## config.mk

```make
export PLATFORM = sky130hd
export DESIGN_NAME = hazard_flush_ctrl
export DESIGN_NICKNAME = d
export VERILOG_FILES = /design/src/rtl/hazard_flush_ctrl.sv
export SDC_FILE = /design/constraint.sdc
export NUM_CORES = 1
export LEC_CHECK = 0
export CAP_MARGIN = 20
export CORE_MARGIN = 2
export CORE_UTILIZATION = 50
export DETAILED_ROUTE_END_ITERATION = 10
export GPL_ROUTABILITY_DRIVEN = 0
export PLACE_DENSITY = 0.9
export SKIP_LAST_GASP = 1
export SYNTH_ARGS = -nofsm -noshare
export SYNTH_HDL_FRONTEND = slang
export SYNTH_SLANG_ARGS = --single-unit
```

## constraint.sdc

```tcl
create_clock -name clk -period 3.85 [get_ports clk]
set_clock_uncertainty 0.15 [all_clocks]
set_input_delay 0.77 -clock clk [delete_from_list [all_inputs] [get_ports clk]]
set_output_delay 0.77 -clock clk [all_outputs]
set_load 0.1 [all_outputs]
```

## src/rtl/hazard_flush_ctrl.sv

```systemverilog
// Pipeline hazard controller: resolves reset, memory wait, taken branch and load-use
// hazards into stall, flush and freeze controls, with stall and memory-wait monitors.
module hazard_flush_ctrl #(
  parameter int unsigned MAX_WAIT = 255
) (
  input  logic        clk,
  input  logic        reset,
  input  logic        IDEX_MemRead,
  input  logic [4:0]  IDEX_rd,
  input  logic [4:0]  IFID_rs1,
  input  logic [4:0]  IFID_rs2,
  input  logic        branch_taken,
  input  logic        mem_busy,
  output logic        PCWrite,
  output logic        IFID_Write,
  output logic        Flushout,
  output logic        IDEX_Flush,
  output logic        EXMEM_Flush,
  output logic        pipe_freeze,
  output logic [1:0]  state,
  output logic [31:0] stall_cnt,
  output logic        timeout
);

  typedef enum logic [1:0] {
    StRun     = 2'd0,
    StLuStall = 2'd1,
    StMemWait = 2'd2,
    StFlush   = 2'd3
  } state_e;

  localparam logic [7:0] WaitMax = 8'(MAX_WAIT);

  state_e      r_state, w_state_next;
  logic [7:0]  r_wait_cnt;
  logic [31:0] r_stall_cnt;
  logic        r_timeout;
  logic        w_load_use;

  assign w_load_use = IDEX_MemRead && (IDEX_rd != 5'd0) &&
                      ((IDEX_rd == IFID_rs1) || (IDEX_rd == IFID_rs2));

  always_comb begin
    PCWrite      = 1'b1;
    IFID_Write   = 1'b1;
    Flushout     = 1'b0;
    IDEX_Flush   = 1'b0;
    EXMEM_Flush  = 1'b0;
    pipe_freeze  = 1'b0;
    w_state_next = StRun;
    if (reset) begin
      PCWrite     = 1'b0;
      IFID_Write  = 1'b0;
      Flushout    = 1'b1;
      IDEX_Flush  = 1'b1;
      EXMEM_Flush = 1'b1;
    end else if (mem_busy) begin
      // A pending branch stays in the frozen EX/MEM stage and is taken once memory is ready.
      PCWrite      = 1'b0;
      IFID_Write   = 1'b0;
      pipe_freeze  = 1'b1;
      w_state_next = StMemWait;
    end else if (branch_taken) begin
      Flushout     = 1'b1;
      IDEX_Flush   = 1'b1;
      EXMEM_Flush  = 1'b1;
      w_state_next = StFlush;
    end else if (w_load_use && (r_state != StFlush)) begin
      // After a flush IF/ID holds a zeroed instruction, so any match is spurious.
      PCWrite      = 1'b0;
      IFID_Write   = 1'b0;
      IDEX_Flush   = 1'b1;
      w_state_next = StLuStall;
    end
  end

  always_ff @(posedge clk) begin
    if (reset) begin
      r_state     <= StRun;
      r_stall_cnt <= 32'd0;
      r_wait_cnt  <= 8'd0;
      r_timeout   <= 1'b0;
    end else begin
      r_state <= w_state_next;
      if (!PCWrite && (r_stall_cnt != 32'hFFFF_FFFF)) begin
        r_stall_cnt <= r_stall_cnt + 32'd1;
      end
      if (mem_busy) begin
        if (r_wait_cnt != WaitMax) begin
          r_wait_cnt <= r_wait_cnt + 8'd1;
        end
        if (r_wait_cnt == WaitMax) begin
          r_timeout <= 1'b1;
        end
      end else begin
        r_wait_cnt <= 8'd0;
      end
    end
  end

  assign state     = r_state;
  assign stall_cnt = r_stall_cnt;
  assign timeout   = r_timeout;

endmodule

```

-- Yosys cells after proc, flatten, opt, wreduce, memory -nomap -nowiden
Cells that the tools add are included.
- register bits: 43
- bits in latches: 0
- RAM bits: 0
- ROM bits: 0
- output and inout bits: 41
- logic and storage cells: 40
- memories: 0
- add/subtract/negate cells: 2
- multipliers: 0
- div/mod/pow operators: 0
- magnitude comparators: 0
- equality and inequality tests: 6
- shift operators: 0
- multiplexer cells: 16
- bitwise operators: 1
- reduce and logical (&&, ||, !) cells: 10
- operator list (kind ; count):
    $add A32 B1 Y32 const B ; 1
    $ne A32 B32 Y1 const B ; 1
    $mux W1 ; 14
    $eq A5 B5 Y1 ; 2
    $add A8 B1 Y8 const B ; 1
    $eq A8 B8 Y1 const B ; 1
    $ne A8 B8 Y1 const B ; 1
    $reduce_bool A5 Y1 ; 1
    $logic_and A1 B1 Y1 ; 4
    $mux W2 ; 2
    $reduce_or A2 Y1 ; 2
    $ne A2 B2 Y1 const B ; 1
    $reduce_and A2 Y1 ; 1
    $logic_not A1 Y1 ; 1
    $logic_or A1 B1 Y1 ; 1
    $not A1 Y1 ; 1

-- Logic depth before layout (Yosys ltp)
- depth after elaboration: 10
- gate-level depth with buffers: 8

-- Worst setup path before layout
Ideal clock, no wire load.
- path kind: input-to-output
- from: in IDEX_rd[1]
- to: out PCWrite
- arrival: 3.626 ns
- path slack: -0.696 ns
- cell stages on the path: 4
- path buffers: 1
- cells stage by stage: or4_1 -> o2111a_1 -> a21oi_1 -> buf_4
- longest elaborated chain between the ends: 8
- elaborated cells between the ends (all ways): 11
- classes of those cells: eq/ne: 2; mux: 4; reduce/logical: 5
- ends and longest elaborated chain (item ; RTL line ; source):
    start: declaration ; 9 ; input logic [4:0] IDEX_rd,
    $eq A5 B5 Y1 / $reduce_bool A5 Y1 (equally long branches) ; 41, 40 ;
    $logic_or A1 B1 Y1 / $logic_and A1 B1 Y1 (equally long branches) ; 41, 40 ;
    $logic_and A1 B1 Y1 * ; 40 ; assign w_load_use = IDEX_MemRead && (IDEX_rd != 5'd0) &&
    $logic_and A1 B1 Y1 * ; 68 ; end else if (w_load_use && (r_state != StFlush)) begin
    $mux W1 * (4 in series) ; -- ;
    end: declaration ; 14 ; output logic PCWrite,
Every way passes the cells marked *; elsewhere a longest branch is shown, timed or not.

-- Worst setup path in the final report
- from: in IDEX_rd[1]
- to: out IFID_Write
- longest elaborated chain between the ends: 8
- elaborated cells between the ends (all ways): 11
- classes of those cells: eq/ne: 2; mux: 4; reduce/logical: 5
- ends and longest elaborated chain (item ; RTL line ; source):
    $eq A5 B5 Y1 / $reduce_bool A5 Y1 (equally long branches) ; 41, 40 ;
    $logic_or A1 B1 Y1 / $logic_and A1 B1 Y1 (equally long branches) ; 41, 40 ;
    $logic_and A1 B1 Y1 * ; 40 ;
    $logic_and A1 B1 Y1 * ; 68 ;
    $mux W1 * ; 68 ;
    $mux W1 * ; 63 ; end else if (branch_taken) begin
    $mux W1 * ; 57 ; end else if (mem_busy) begin
    $mux W1 * ; 51 ; if (reset) begin
    end: declaration ; 15 ; output logic IFID_Write,
Marked as above.

==> summary.md <==
| Metric | Value |
|---|---|
| Fin crit period | ~3.5 ns |
| Yosys top cell area share | 0.375 |
| Post-Syn Area per Cell | between 8 and 9 um2 |
| WL/cell | 14.5 um |
| FFs w/ async S/R, synth | 0 |
| Max transition margin | 0.341 |
| Die extent in y | approximately 72 um |
| Initial Util | 0.523 |
| CP bufs+invs | 2 |
| R2r worst-path depth | 6 |
| Ant. Diodes | 0 |
| IO Pins | 61 |
| Yosys top cell by area | dfxtp_1 |
| Max-cap violation count | 0 |
| CP Max Fanout | 3 |
| Tcrit/Tclk final | 0.917 |
| Die area | 0.00515 mm2 |
| Critical Path Stages | 5 |
| CP required | 2.93 ns |
| Slew @ Worst Pin | just under 1 ns |
| Clk_lat worst skew | ~0.30 ns |
| Worst path slowest cell | or4_1 |
| Final Hold Fails | 0 |
| PwrDens | between 200 and 300 mW/mm2 |
| P&R area growth vs syn | 34.1% |
| I/O Buffers | 60 |
| TritonCTS Buffers | 5 |
| DRT Pass-1 Iters | 4 |
| CP delay by family, top | buffers and inverters |
| First-pass GRT wire length | 9.13 mm |
| Final setup viols | 0 |
| CP Capture Type | output port |
| CTS max path bufs | 2 |
| Hpwl dp | between 3 and 4 mm |
| GRT overflow | 0 |
| Max IR drop VDD | 0.186 mV |
| Post-synth EDFFs | 0 |
| Critical path class | input pin to output port |
| WL final | 5.60 mm |
| Post-cts resize count | 0 |
| Synth warnings | 0 |
| R2R setup slack | ~1.2 ns |
| Slew Limit Fails | 0 |
| Clock slew at reported path FFs | about 0.09 ns |
| Startpoint Class | input pin |
| Initial DRC count | 91 |
| CTS hold repair buffers | 0 |
| Status | completed |
| Die width | around 70 um |
| Largest stage delay on the critical path | 0.57 ns |
| Detail Route Antenna Nets | 0 |
| Syn Inst Count | 273 |
| Post-CTS setup buffer count | 0 |
| Cell Chain, Critical Path | clkdlybuf4s50_1, or4_1, o2111a_1, a21oi_2, buf_12 |
| Initial antenna violation count | 0 |
| Synthesis-stage register bit count | between 40 and 50 |
| CP Launch Point | IDEX_rd[1] |
| # DRC | 0 |
| CP arrival | roughly 2.6 ns |
| Number of fill cells | approximately 350 |
| Post-synthesis net count | a little under 300 |
| Via count | 2,229 |
| Clock Sinks | 43 |
| Core area | around 0.0044 mm2 |
| Fin Setup TNS | 0 ns |
| Post-layout util | 0.702 |
| DR vias/cell | slightly below 6 |
| RSZ-0062 raised after global routing | no |
| Capture point of the critical path | IFID_Write |
| Largest net degree at the start of global routing | 38 |
| Yosys cell types | 43 |
| Synthesized area | approximately 0.0023 mm2 |
| Critical R2R Capture | stall_cnt[27] |
| Total power | ~910 uW |
| Vias in the first global route | around 2,000 |
| FP Rows | 24 |
| Leak | approximately 0.0011 uW |
| Hold WC Path Type | flip-flop to flip-flop |
| Nets | ~360 |
| Final Cell Area | roughly 0.0031 mm2 |
| Register Area | between 800 and 900 um2 |
| Seq/Total Area, Yosys | 0.375 |
| Post-DP Area | 0.00299 mm2 |
| CTS H-Tree Depth | 2 |
| Reg-to-Reg Start | stall_cnt[9] |
| CTS tree | done |
| Ratio of cells with drive above 1 in the final layout | 0.0749 |
| Multi-input gate area | ~0.0013 mm2 |
| Synth Flop Type | dfxtp_1 |
| Ranking of synthesized cells by area | dfxtp_1, nor2_1, xor2_1 |
| GRT Util Overall | 0.221 |
| Root Buffer | clkbuf_8 |
| Fmax | about 280 MHz |
## how the worst min path moves through the flow
| stage | slack [ns] | cells past startpoint | from | to |
|---|---|---|---|---|
| after floorplan | 0.30 | 1 | r_wait_cnt[7] | r_wait_cnt[7] |
| after global placement | 0.30 | 1 | timeout | timeout |
| after detailed placement | 0.32 | 1 | timeout | timeout |
| after CTS | 0.34 | 1 | timeout | timeout |
| after global routing | 0.36 | 1 | timeout | timeout |
| final | 0.34 | 1 | timeout | timeout |
## cells in the mapped netlist, types with 2 or more instances
cell type	n
nor3b_1	2
nor3_1	3
and3_1	11
or3_1	10
nand4_1	14
buf_2	2
clkbuf_1	5
or4_1	5
nand3_1	17
o21a_1	2
dfxtp_1	43
nor2b_1	4
xnor2_1	12
o21ai_0	13
and4_1	4
xor2_1	15
ha_1	2
mux2_1	2
inv_1	8
and2_1	2
a21oi_1	16
nand2_1	12
nor4_1	5
nor2_1	37
buf_4	3
mux2i_1	2
o31ai_1	4
mux2_2	3
## placed cells by master (no fill, tap or decap), drive strengths merged, types with 6 or more instances in the layout
master	n
nor2	37
nand3	18
or4	6
xnor2	12
dfxtp	43
buf	10
nand2	12
and3	11
inv	8
a21oi	16
xor2	15
clkdlybuf4s50	54
clkbuf	6
or3	10
o21ai	13
nand4	15
## per-layer routing
metal  vias to the layer above  part of all wire  GRT usage
li1                       1114                 -          -
met1                      1034              0.45      0.292
met2                        73              0.47      0.361
met3                         8             0.065     0.0422
met4                         0             0.012     0.0797
met5                         -                 0          0
## power by group
group	switching, uW	total, uW	internal, uW
clock network	157	284	127
logic	107	167	60.4
registers	6.60	457	450
total	270	908	638
## area by class of cell
class | count | share of cell area
Tap cell | 52 | 0.0211
Multi-Input combinational cell | 211 | 0.437
Inverter | 8 | 0.00976
Clock inverter | 2 | 0.00407
Clock buffer | 6 | 0.0236
Sequential cell | 43 | 0.280
Timing Repair Buffer | 64 | 0.224
## registers in the layout (all words and copies together) (netlist names)
register	cells
state	2
stall_cnt	32
timeout	1
r_wait_cnt	8
## worst register-to-register path: stages, from the launching register on
cell and delay (ns):
dfxtp_1 0.49, nand4_4 0.19, or4_4 0.68, o32a_4 0.48, nand3_4 0.15, nor4_1 0.07
mux2_1 0.31
## cell families after synthesis
| family | Yosys count | share of synthesized area |
|---|---|---|
| DFF | 43 | 0.375 |
| muxes | 7 | 0.0333 |
| and+or+nand+nor | 130 | 0.312 |
| buffers and inverters | 19 | 0.0403 |
| xor gates and xnor gates | 27 | 0.103 |
| adders and majority gates | 2 | 0.0109 |
| AOI/OAI and AO/OA | 45 | 0.125 |
## through the flow
step	setup slack, ns	instances	hold WS [ns]
after floorplan	-0.000706	273	0.302
after global placement	0.336	378	0.301
after detailed placement	0.317	378	0.324
after CTS	0.316	386	0.344
after global routing	0.235	386	0.360
final	0.319	386	0.337
No activity file was read; power rests on OpenSTA's default activity.
